===== src/rtl/mem_arb_pkg.sv =====
// Shared types and constants for the memory-port arbiter.
// Used by mem_arbiter and arb_pick.
package mem_arb_pkg;

  typedef enum logic {
    IDLE = 1'b0,
    BUSY = 1'b1
  } arb_state_e;

  localparam int PRIO_RR    = 0;
  localparam int PRIO_FIXED = 1;

  // Width of a channel index; a single channel still needs a 1-bit field.
  function automatic int idx_w(input int n);
    return (n > 1) ? $clog2(n) : 1;
  endfunction

endpackage


===== src/rtl/arb_pick.sv =====
// Combinational winner selection: round-robin starting after ptr_i,
// or fixed priority with channel 0 highest.
module arb_pick
  import mem_arb_pkg::*;
#(
  parameter int NCH       = 2,
  parameter int PRIO_MODE = PRIO_RR,
  parameter int GW        = idx_w(NCH)
) (
  input  logic [NCH-1:0] req_valid_i,
  input  logic [GW-1:0]  ptr_i,
  output logic [NCH-1:0] win_onehot_o,
  output logic [GW-1:0]  win_idx_o,
  output logic           any_o
);

  int best_d;
  int d;

  always_comb begin
    win_idx_o = '0;
    any_o     = |req_valid_i;
    best_d    = NCH;
    d         = 0;
    for (int j = 0; j < NCH; j++) begin
      if (req_valid_i[j]) begin
        // Distance from the slot just after the pointer; fixed mode uses the raw index.
        if (PRIO_MODE == PRIO_FIXED) d = j;
        else d = (j + NCH - int'(ptr_i) - 1) % NCH;
        if (d < best_d) begin
          best_d    = d;
          win_idx_o = GW'(j);
        end
      end
    end
    win_onehot_o = any_o ? (NCH'(1) << win_idx_o) : '0;
  end

endmodule


===== src/rtl/mem_arbiter.sv =====
// Shares one single-outstanding memory port among NCH requesters.
// Optional watchdog abort is built when ARB_TIMEOUT_EN is defined.
module mem_arbiter
  import mem_arb_pkg::*;
#(
  parameter int NCH       = 2,
  parameter int AW        = 32,
  parameter int DW        = 32,
  parameter int PRIO_MODE = PRIO_RR,
  parameter int TIMEOUT   = 255,
  parameter int GW        = idx_w(NCH)
) (
  input  logic              clk,
  input  logic              reset,
  input  logic [NCH-1:0]    req_valid,
  input  logic [NCH-1:0]    req_write,
  input  logic [NCH*AW-1:0] req_adr,
  input  logic [NCH*DW-1:0] req_wdata,
  output logic [NCH-1:0]    req_ready,
  output logic [NCH-1:0]    rsp_valid,
  output logic [DW-1:0]     rsp_rdata,
  output logic              rsp_abort,
  output logic              mem_req,
  output logic              mem_write,
  output logic [AW-1:0]     mem_adr,
  output logic [DW-1:0]     mem_wdata,
  input  logic              mem_ack,
  input  logic [DW-1:0]     mem_rdata,
  output logic              busy,
  output logic [GW-1:0]     grant_id
);

  arb_state_e     state_q, state_d;
  logic [GW-1:0]  ptr_q, ptr_d;
  logic [GW-1:0]  grant_q, grant_d;
  logic [AW-1:0]  adr_q, adr_d;
  logic [DW-1:0]  wdata_q, wdata_d;
  logic           write_q, write_d;
  logic [NCH-1:0] rsp_valid_q, rsp_valid_d;
  logic [DW-1:0]  rsp_rdata_q, rsp_rdata_d;

  logic [NCH-1:0] win_onehot;
  logic [GW-1:0]  win_idx;
  logic           win_any;

  arb_pick #(
    .NCH       (NCH),
    .PRIO_MODE (PRIO_MODE),
    .GW        (GW)
  ) u_pick (
    .req_valid_i  (req_valid),
    .ptr_i        (ptr_q),
    .win_onehot_o (win_onehot),
    .win_idx_o    (win_idx),
    .any_o        (win_any)
  );

`ifdef ARB_TIMEOUT_EN
  localparam int CW = ($clog2(TIMEOUT + 1) > 8) ? $clog2(TIMEOUT + 1) : 8;
  logic [CW-1:0] cnt_q, cnt_d;
  logic          rsp_abort_q, rsp_abort_d;
`else
  logic unused_timeout;
  assign unused_timeout = (TIMEOUT == 0);
`endif

  always_comb begin
    state_d     = state_q;
    ptr_d       = ptr_q;
    grant_d     = grant_q;
    adr_d       = adr_q;
    wdata_d     = wdata_q;
    write_d     = write_q;
    rsp_valid_d = '0;
    rsp_rdata_d = rsp_rdata_q;
    req_ready   = '0;
`ifdef ARB_TIMEOUT_EN
    cnt_d       = cnt_q;
    rsp_abort_d = 1'b0;
`endif
    case (state_q)
      IDLE: begin
        if (win_any) begin
          req_ready = win_onehot;
          ptr_d     = win_idx;
          grant_d   = win_idx;
          state_d   = BUSY;
          for (int j = 0; j < NCH; j++) begin
            if (win_onehot[j]) begin
              adr_d   = req_adr[j*AW +: AW];
              wdata_d = req_wdata[j*DW +: DW];
              write_d = req_write[j];
            end
          end
`ifdef ARB_TIMEOUT_EN
          cnt_d = '0;
`endif
        end
      end
      BUSY: begin
        // A real acknowledge always beats a watchdog expiry in the same cycle.
        if (mem_ack) begin
          rsp_valid_d = NCH'(1) << grant_q;
          rsp_rdata_d = mem_rdata;
          state_d     = IDLE;
        end
`ifdef ARB_TIMEOUT_EN
        else if (cnt_q == CW'(TIMEOUT - 1)) begin
          rsp_valid_d = NCH'(1) << grant_q;
          rsp_rdata_d = '0;
          rsp_abort_d = 1'b1;
          state_d     = IDLE;
        end else begin
          cnt_d = cnt_q + CW'(1);
        end
`endif
      end
      default: state_d = IDLE;
    endcase
  end

  always_ff @(posedge clk or negedge reset) begin
    if (!reset) begin
      state_q     <= IDLE;
      ptr_q       <= GW'(NCH - 1);
      grant_q     <= '0;
      adr_q       <= '0;
      wdata_q     <= '0;
      write_q     <= 1'b0;
      rsp_valid_q <= '0;
      rsp_rdata_q <= '0;
    end else begin
      state_q     <= state_d;
      ptr_q       <= ptr_d;
      grant_q     <= grant_d;
      adr_q       <= adr_d;
      wdata_q     <= wdata_d;
      write_q     <= write_d;
      rsp_valid_q <= rsp_valid_d;
      rsp_rdata_q <= rsp_rdata_d;
    end
  end

`ifdef ARB_TIMEOUT_EN
  always_ff @(posedge clk or negedge reset) begin
    if (!reset) begin
      cnt_q       <= '0;
      rsp_abort_q <= 1'b0;
    end else begin
      cnt_q       <= cnt_d;
      rsp_abort_q <= rsp_abort_d;
    end
  end
  assign rsp_abort = rsp_abort_q;
`else
  assign rsp_abort = 1'b0;
`endif

  assign mem_req   = (state_q == BUSY);
  assign busy      = (state_q == BUSY);
  assign mem_write = write_q;
  assign mem_adr   = adr_q;
  assign mem_wdata = wdata_q;
  assign rsp_valid = rsp_valid_q;
  assign rsp_rdata = rsp_rdata_q;
  assign grant_id  = grant_q;

endmodule

===== config.mk =====
export PLATFORM = sky130hd
export DESIGN_NAME = mem_arbiter
export DESIGN_NICKNAME = d
export VERILOG_FILES = /design/src/rtl/mem_arb_pkg.sv /design/src/rtl/arb_pick.sv /design/src/rtl/mem_arbiter.sv
export SDC_FILE = /design/constraint.sdc
export NUM_CORES = 1
export LEC_CHECK = 0
export ABC_AREA = 1
export BUFFER_PORTS_ARGS = -buffer_cell sky130_fd_sc_hd__buf_2
export CORE_AREA = 2 2 107 109
export DETAILED_ROUTE_END_ITERATION = 10
export DIE_AREA = 0 0 109 111
export PLACE_DENSITY = 0.8
export REMOVE_ABC_BUFFERS = 1
export SLEW_MARGIN = 5
export SYNTH_ARGS = -nofsm -noshare
export SYNTH_HDL_FRONTEND = slang
export SYNTH_SLANG_ARGS = --single-unit
export TNS_END_PERCENT = 10

===== constraint.sdc =====
create_clock -name clk -period 4.5 [get_ports clk]
set_clock_uncertainty 0.1 [all_clocks]
set_input_delay 0.9 -clock clk [delete_from_list [all_inputs] [get_ports clk]]
set_output_delay 0.9 -clock clk [all_outputs]
set_load 0.005 [all_outputs]

Word level (Yosys, flattened, before mapping)
Cells that the tools add are included.
- flip-flop bits (word level): 102
- input port bits: 167
- output and inout bits: 105
- logic and storage cells: 44
- add/sub/neg operators: 4
- magnitude comparators: 2
- shift-type cells: 2
- muxes and demuxes: 20
- bitwise operators: 3
- reduce and logical (&&, ||, !) cells: 5
- operators with widths (operator ; number):
    $mux W32 ; 8
    $sub A32 B2 Y32 const B ; 2
    $lt A32 B3 Y1 const B ; 1
    $lt A32 B32 Y1 ; 1
    $mux W2 ; 5
    $mux W1 ; 6
    $sub A2 B1 Y3 const A ; 2
    $reduce_and A2 Y1 ; 2
    $shl A1 B1 Y2 const A ; 2
    $reduce_and A3 Y1 ; 1
    $and A1 B1 Y1 ; 2
    $pmux W1 S2 ; 1
    $reduce_bool A2 Y1 ; 1
    $reduce_or A2 Y1 ; 1
    $not A1 Y1 ; 1

Logic depth before layout (Yosys ltp)
Gate-level depths: netlist of the first run.
- depth after elaboration: 14
- depth in mapped cells: 7
- depth with buffers taken out: 5

Modules after synthesis
From an unflattened synthesis of the first run, not the netlist that was laid out.
- cells, all modules: 661
- area, all modules: 4939.7 sq um
- modules (own cells, without submodules) (module ; instances ; cells each ; area an instance (sq um) ; seq. area each (sq um)):
    mem_arbiter ; 1 ; 654 ; 4907.2 ; 2553.7
    arb_pick ; 1 ; 7 ; 32.5 ; 0.0

Worst setup path before layout of the first run
OpenSTA, ideal clock, no wires.
- path kind: input-to-output
- from: input port req_valid[0]
- to: output port req_ready[0]
- arrival time: 1.528 ns
- data required time: 3.500 ns
- setup slack: 1.972 ns
- stages: 6
- path buffers: 2
- cell sequence: nand2_1 nand2_1 buf_4 buf_2 inv_1 nor2_1
- longest elaborated chain between the ends: 8
- elaborated cells between the ends (all ways): 9
- classes of those cells: order compare (1); shift (1); mux (6); reduce/logical (1)
- RTL lines (element ; RTL line ; source):
    from (decl) ; mem_arbiter.sv:15 ; input logic [NCH-1:0] req_valid,
    $mux W32 ; arb_pick.sv:26 ; if (req_valid_i[j]) begin
    $lt A32 B32 Y1 ; arb_pick.sv:30 ; if (d < best_d) begin
    $mux W1 ; arb_pick.sv:30 ;
    $mux W1 ; arb_pick.sv:26 ;
    $shl A1 B1 Y2 ; arb_pick.sv:36 ; win_onehot_o = any_o ? (NCH'(1) << win_idx_o) : '0;
    $mux W2 ; arb_pick.sv:36 ;
    $mux W2 (*) ; mem_arbiter.sv:83 ; if (win_any) begin
    $mux W2 (*) ; mem_arbiter.sv:81 ; case (state_q)
    to (decl) ; mem_arbiter.sv:19 ; output logic [NCH-1:0] req_ready,
Every way passes the cells marked *; elsewhere a longest branch is shown, timed or not.

Worst setup path after layout of the first run
- from: register state_q (netlist: busy)
- to: output port req_ready[0]
- longest elaborated chain between the ends: 1
- RTL lines (element ; RTL line ; source):
    from (decl) ; mem_arbiter.sv:33 ; arb_state_e state_q, state_d;
    from (signal assigned) ; mem_arbiter.sv:133 ; state_q <= state_d;
    $mux W2 ; mem_arbiter.sv:81 ;
No other way between the ends.

==> results of run 1 <==
-- stage by stage --
stage               area, um2  hold WS (ns)  TNS (ns)    util  worst slack [ns]
finish                   6516        0.3603         0  0.5883             1.490
global route             6516        0.3849         0  0.5883             1.388
CTS                      6516        0.3670         0  0.5883             1.470
detailed placement       6195        0.3538         0  0.5592             1.600
global placement         6195        0.3512         0  0.5592             1.637
floorplan                4574        0.3481  -0.09490       -          -0.09490
-- layout make-up --
| type | instances | area [um2] | area share |
|---|---|---|---|
| inverter | 36 | 135.1 | 0.02074 |
| sequential | 102 | 2554 | 0.3919 |
| multi-input combinational | 403 | 1906 | 0.2924 |
| tap | 143 | 178.9 | 0.02746 |
| clock buffer | 11 | 252.7 | 0.03879 |
| timing repair buffer | 279 | 1421 | 0.2181 |
| clock inverter | 3 | 68.82 | 0.01056 |
-- path summary, 6_finish.rpt --
check                           slack [ns]  cells after the start            end
worst max-delay path                  1.49                      5   req_ready[0]
worst min-delay path                  0.36                      1   rsp_valid[0]
worst max register to register        2.09                      5           busy
worst min register to register        0.36                      1   rsp_valid[0]
max in group asynchronous             2.93                      2    mem_adr[30]
min in group asynchronous             0.51                      1  rsp_rdata[19]
-- registers in the layout, indices dropped and copies added, names as in the netlist --
signal and cells:
mem_adr 32, mem_wdata 32, rsp_rdata 32, rsp_valid 2, busy 1, grant_id 1, mem_write 1, ptr_q 1
-- per-layer routing --
metal	track usage	wire, um	up-vias
li1	-	-	2412
met1	0.3087	5889	2350
met2	0.3971	7065	241
met3	0.07055	1348	24
met4	0.08547	239	2
met5	0	10	-
-- cell families (layout without fill, tap and decap cells) --
logic type	Yosys count	count (layout)	share of synthesized area
flip-flops	102	102	0.5274
AO/OA/AOI/OAI	3	3	0.003876
other	1	1	0.0007745
buffers and inverters	87	329	0.08320
AND/OR/NAND/NOR	399	399	0.3848
-- report_power, final --
group,total [uW],switching [uW],internal [uW]
Clock,834,322,513
Sequential,1450,182,1260
Combinational,1180,679,504
Total,3460,1180,2280
-- synthesized netlist by cell type --
cell,number
nor2_1,6
nand3_1,130
o21ai_0,2
buf_4,15
dfrtp_1,101
nand3b_1,32
inv_1,35
clkbuf_1,20
buf_2,16
nand4_1,33
dfstp_2,1
conb_1,1
nand2_1,198
inv_2,1
o21ai_2,1
==> run metrics, run 1 <==
status completed; setup violators final 0; Worst-Margin Slew 1.037 ns; via count 5029; post-route ant nets 0; antenna violations before repair 1; Mapped Cells 592; Total Wirelength 14550 um; Rel. slew slack 0.3071; Post-route DRC 0; commonest non-fill, non-tap cells in the layout buf_2 (269), nand2_1 (196), nand3_1 (130); CP bufs+invs 3; Max VDD drop 0.2998 mV; Avg WL per Cell 14.90 um; clock-pin slew on the worst setup and hold paths 0.07 ns; Filler cells 1032; post-synth cell types 15; commonest non-fill, non-tap cell in the layout buf_2; PwrDens 531.3 nW/um2; min Tclk post-route 3.010 ns; fin crit share 0.6690; area share of the largest cell type after synthesis 0.5220; post-cts resize count 0; Congestion Overflow GR 0; nets@finish 998; DRT Pass-1 Iters 5; GR Util All Layers 0.2443; CTS tree built; worst skew pair latency 0.33 ns; RSZ-0062 raised after global routing false; FF-to-FF Start busy; synth warn 0; CTS Hold Bufs 0; share of layout cells above drive strength 1 0.3585; top cells by area, synth dfrtp_1 (52%), nand2_1 (15%), nand3_1 (13%); DR vias/cell 5.147; Worst Setup SP busy; Clock Tree Root clkbuf_16; crit-path max FO 38; WS Path Type flop to output pin; die height 111 um; n_diodes 0; Static Leak 0.003729 uW; number of global-route vias before repair 4764; synthesis-to-finish area growth 34.57%; Die ar. 12100 um2; Post-DP HPWL 9865 um; PortBufs 270; Crit. End Element output pin; area leader, netlist dfrtp_1; non-filler cells, final 977; pin count of the biggest net entering global routing 68; post-CTS setup buffer count 0; core area 11080 um2; CP required 3.50 ns; FP Rows 39; Crit-path slowest cell inv_2; Max Slew Vio Count 0; Hold WC Path Type flop to flop; Die Wd 109 um; io pins 272; crit-path cells buf_4 -> inv_2 -> o21ai_4 -> nor2_1 -> buf_2; total power 3462 uW; clock sinks 102; Fin. Hold Viols 0; cell family with most CP delay buffers and inverters; max-cap viol count 0; placed insts 963; global-route wire length before repair 23400 um; CP arrival 2.01 ns; part of the Yosys area used for sequential elements 0.5274; cts bufs inserted 9; syn_area_per_cell 8.179 um2; flops & latches, synth 102; starting DRC count in detailed routing 465; Startpoint Class flop; Initial Utilization 0.4371; synthesized area 4842 um2; global placer's final weighted congestion 0.8010; CTS H-tree lvls 3; CTS max path bufs 2; hold_sp grant_id; Peak Freq 332.2 MHz; critical path's largest stage delay 0.61 ns
Note: power is estimated with default switching activity, not from simulation.
==> inputs of run 2 (changes only) <==
- CORE_AREA: 2 2 107 109 -> not set
- CORE_MARGIN: not set -> 2
- CORE_UTILIZATION: not set -> 40
- DIE_AREA: 0 0 109 111 -> not set
- PLACE_DENSITY: 0.8 -> 0.76
- clock period: 4.5 -> 2.6 ns (I/O delays scaled with it)
==> run 2 against run 1 <==
Routed wire length increased by 3.6%. Worst setup slack lost 1.2 ns. Register-to-register slack worse by 1.4 ns. Via count up 0.97%. Final cell count is 1.6% higher. Cell area is 1.5% higher. Global-route usage shrank 1.4 points. First-iteration DRC count is 13% lower. Sequential power rose by 74%. Clock power is 77% higher. Hold slack worse by 0.31 ns. Critical endpoint unchanged. Count of clock-buffer cells in the layout did not move.
==> run metrics, run 2 (synthesized netlist as in run 1, its figures left out) <==
worst skew pair latency 0.34 ns (about the same); setup violators final 0 (unchanged); crit-path cells buf_4 -> inv_2 -> o21ai_4 -> nor2_1 -> buf_2; CTS max path bufs 2 (unchanged); status completed; commonest non-fill, non-tap cell in the layout buf_2; FP Rows 40 (+2.6%); min Tclk post-route 2.310 ns; combinational share of power 0.342 (about the same); cts bufs inserted 9 (unchanged); Total Wirelength 15070 um (+3.6%); DR vias/cell 5.114 (-0.65%); Sw Share 0.3452 (+0.003617); share of layout cells above drive strength 1 0.3661 (+0.007601); Final WS setup 0.2896 ns (-1.200 ns); Rel. slew slack 0.5248 (+0.2178); crit-path max FO 37 (-2.6%); CTS Hold Bufs 0 (unchanged); sequential power share 0.414 (-0.003); Internal 3982 uW (+75%); placed insts 975 (+1.2%); PwrDens 919.9 nW/um2 (+73%); io pins 272 (unchanged); die height 114.0 um (+2.7%); Post-route DRC 0 (unchanged); fin crit share 0.8886; Die Wd 114.0 um (+4.6%); Congestion Overflow GR 0 (unchanged); total power 6081 uW (+76%); Clock power frac 0.244 (+0.003); Clock Tree Root clkbuf_16; global placer's final weighted congestion 0.8245 (+2.9%); pin count of the biggest net entering global routing 57 (-16%); post-route ant nets 0 (unchanged); CTS tree built; Die ar. 13000 um2 (+7.5%); Hold WC Path Type input port to asynchronous set/reset pin; via count 5078 (+0.97%); critical path's largest stage delay 0.41 ns (-0.20 ns); non-filler cells, final 993 (+1.6%); R2R setup slack 0.72 ns (-1.37 ns); starting DRC count in detailed routing 406 (-13%); clock sinks 102 (unchanged); PortBufs 270 (unchanged); Net Switching 2100 uW (+78%); R2R cell count 4 (-1); number of global-route vias before repair 4845 (+1.7%); RSZ-0062 raised after global routing false; Worst-Margin Slew 0.7111 ns (-0.3258 ns); CTS H-tree lvls 3 (unchanged); commonest non-fill, non-tap cells in the layout buf_2 (269), nand2_1 (196), nand3_1 (130); global-route wire length before repair 23750 um (+1.5%); clock-pin slew on the worst setup and hold paths 0.07 ns (about the same); GR Util All Layers 0.2300 (-0.01436); Peak Freq 432.8 MHz; Max Slew Vio Count 0 (unchanged); nets@finish 1006 (+0.80%); Startpoint Class flop; pre-CTS WS 0.3998 ns (-1.200 ns); core area 11910 um2 (+7.5%); Crit. End Element output pin; Fin. Hold Viols 0 (unchanged); Crit-path slowest cell dfrtp_1; Max VDD drop 0.4705 mV (+57%); Initial Utilization 0.4065 (-0.03063); Post-DP HPWL 10460 um (+6.1%); CP required 1.98 ns (-1.52 ns); post-CTS setup buffer count 0 (unchanged); DRT Pass-1 Iters 5 (unchanged); max-cap viol count 0 (unchanged); antenna violations before repair 2 (+1); WS Path Type flop to output pin; Static Leak 0.003775 uW (+1.2%); Avg WL per Cell 15.18 um (+1.9%); post-cts resize count 0 (unchanged); synthesis-to-finish area growth 36.54%; CP arrival 1.69 ns (-0.32 ns)
-- run 2: area by class of cell --
type                       instances  area (um2)
fill                            1166        5300
inverter                          36       135.1
sequential                       102        2554
antenna                            2       5.005
clock inverter                     5       81.33
tap                              147       183.9
clock buffer                      11       252.7
timing repair buffer             287        1494
multi-input combinational        403        1906
-- run 2: critical path: cells and delay by family, from the launching register on --
family,cells,cell delay (ns)
buffers and inverters,3,0.56
AO/OA/AOI/OAI,1,0.12
AND/OR/NAND/NOR,1,0.26
flip-flops,1,0.41
-- run 2: power by group through the flow --
stage	clock network (uW)	logic [uW]	registers [uW]
global placement	0	2060	2540
floorplan	0	858	2600
global route	1600	2360	2590
detailed placement	0	2110	2530
finish	1480	2080	2520
CTS	1530	2110	2520
-- run 2: stage by stage --
step | instance area [um2] | util | hold WS (ns) | TNS (ns)
after floorplan | 4574 | - | 0.1244 | -57.48
after global placement | 6272 | 0.5266 | 0.3452 | 0
after detailed placement | 6272 | 0.5266 | 0.3511 | 0
after CTS | 6606 | 0.5546 | 0.05749 | 0
after global routing | 6611 | 0.5550 | 0.08003 | 0
final | 6611 | 0.5550 | 0.05031 | 0
-- run 2: routing by layer --
layer / global-route usage / share of wire / up-vias / wire (um)
li1: - / - / 2426 / -
met1: 0.2788 / 0.41 / 2359 / 6181
met2: 0.3865 / 0.48 / 270 / 7179
met3: 0.06323 / 0.092 / 23 / 1391
met4: 0.09593 / 0.021 / 0 / 321
met5: 0 / 0 / - / 0
-- run 2: path summary, 6_finish.rpt --
check                      startpoint       endpoint
min in group clk              mem_ack           busy
max in group asynchronous       reset  mem_wdata[16]
hold / removal                  reset  rsp_rdata[17]
hold reg to reg              grant_id   rsp_valid[0]
setup reg to reg                 busy     mem_adr[0]
setup / recovery                 busy   req_ready[0]
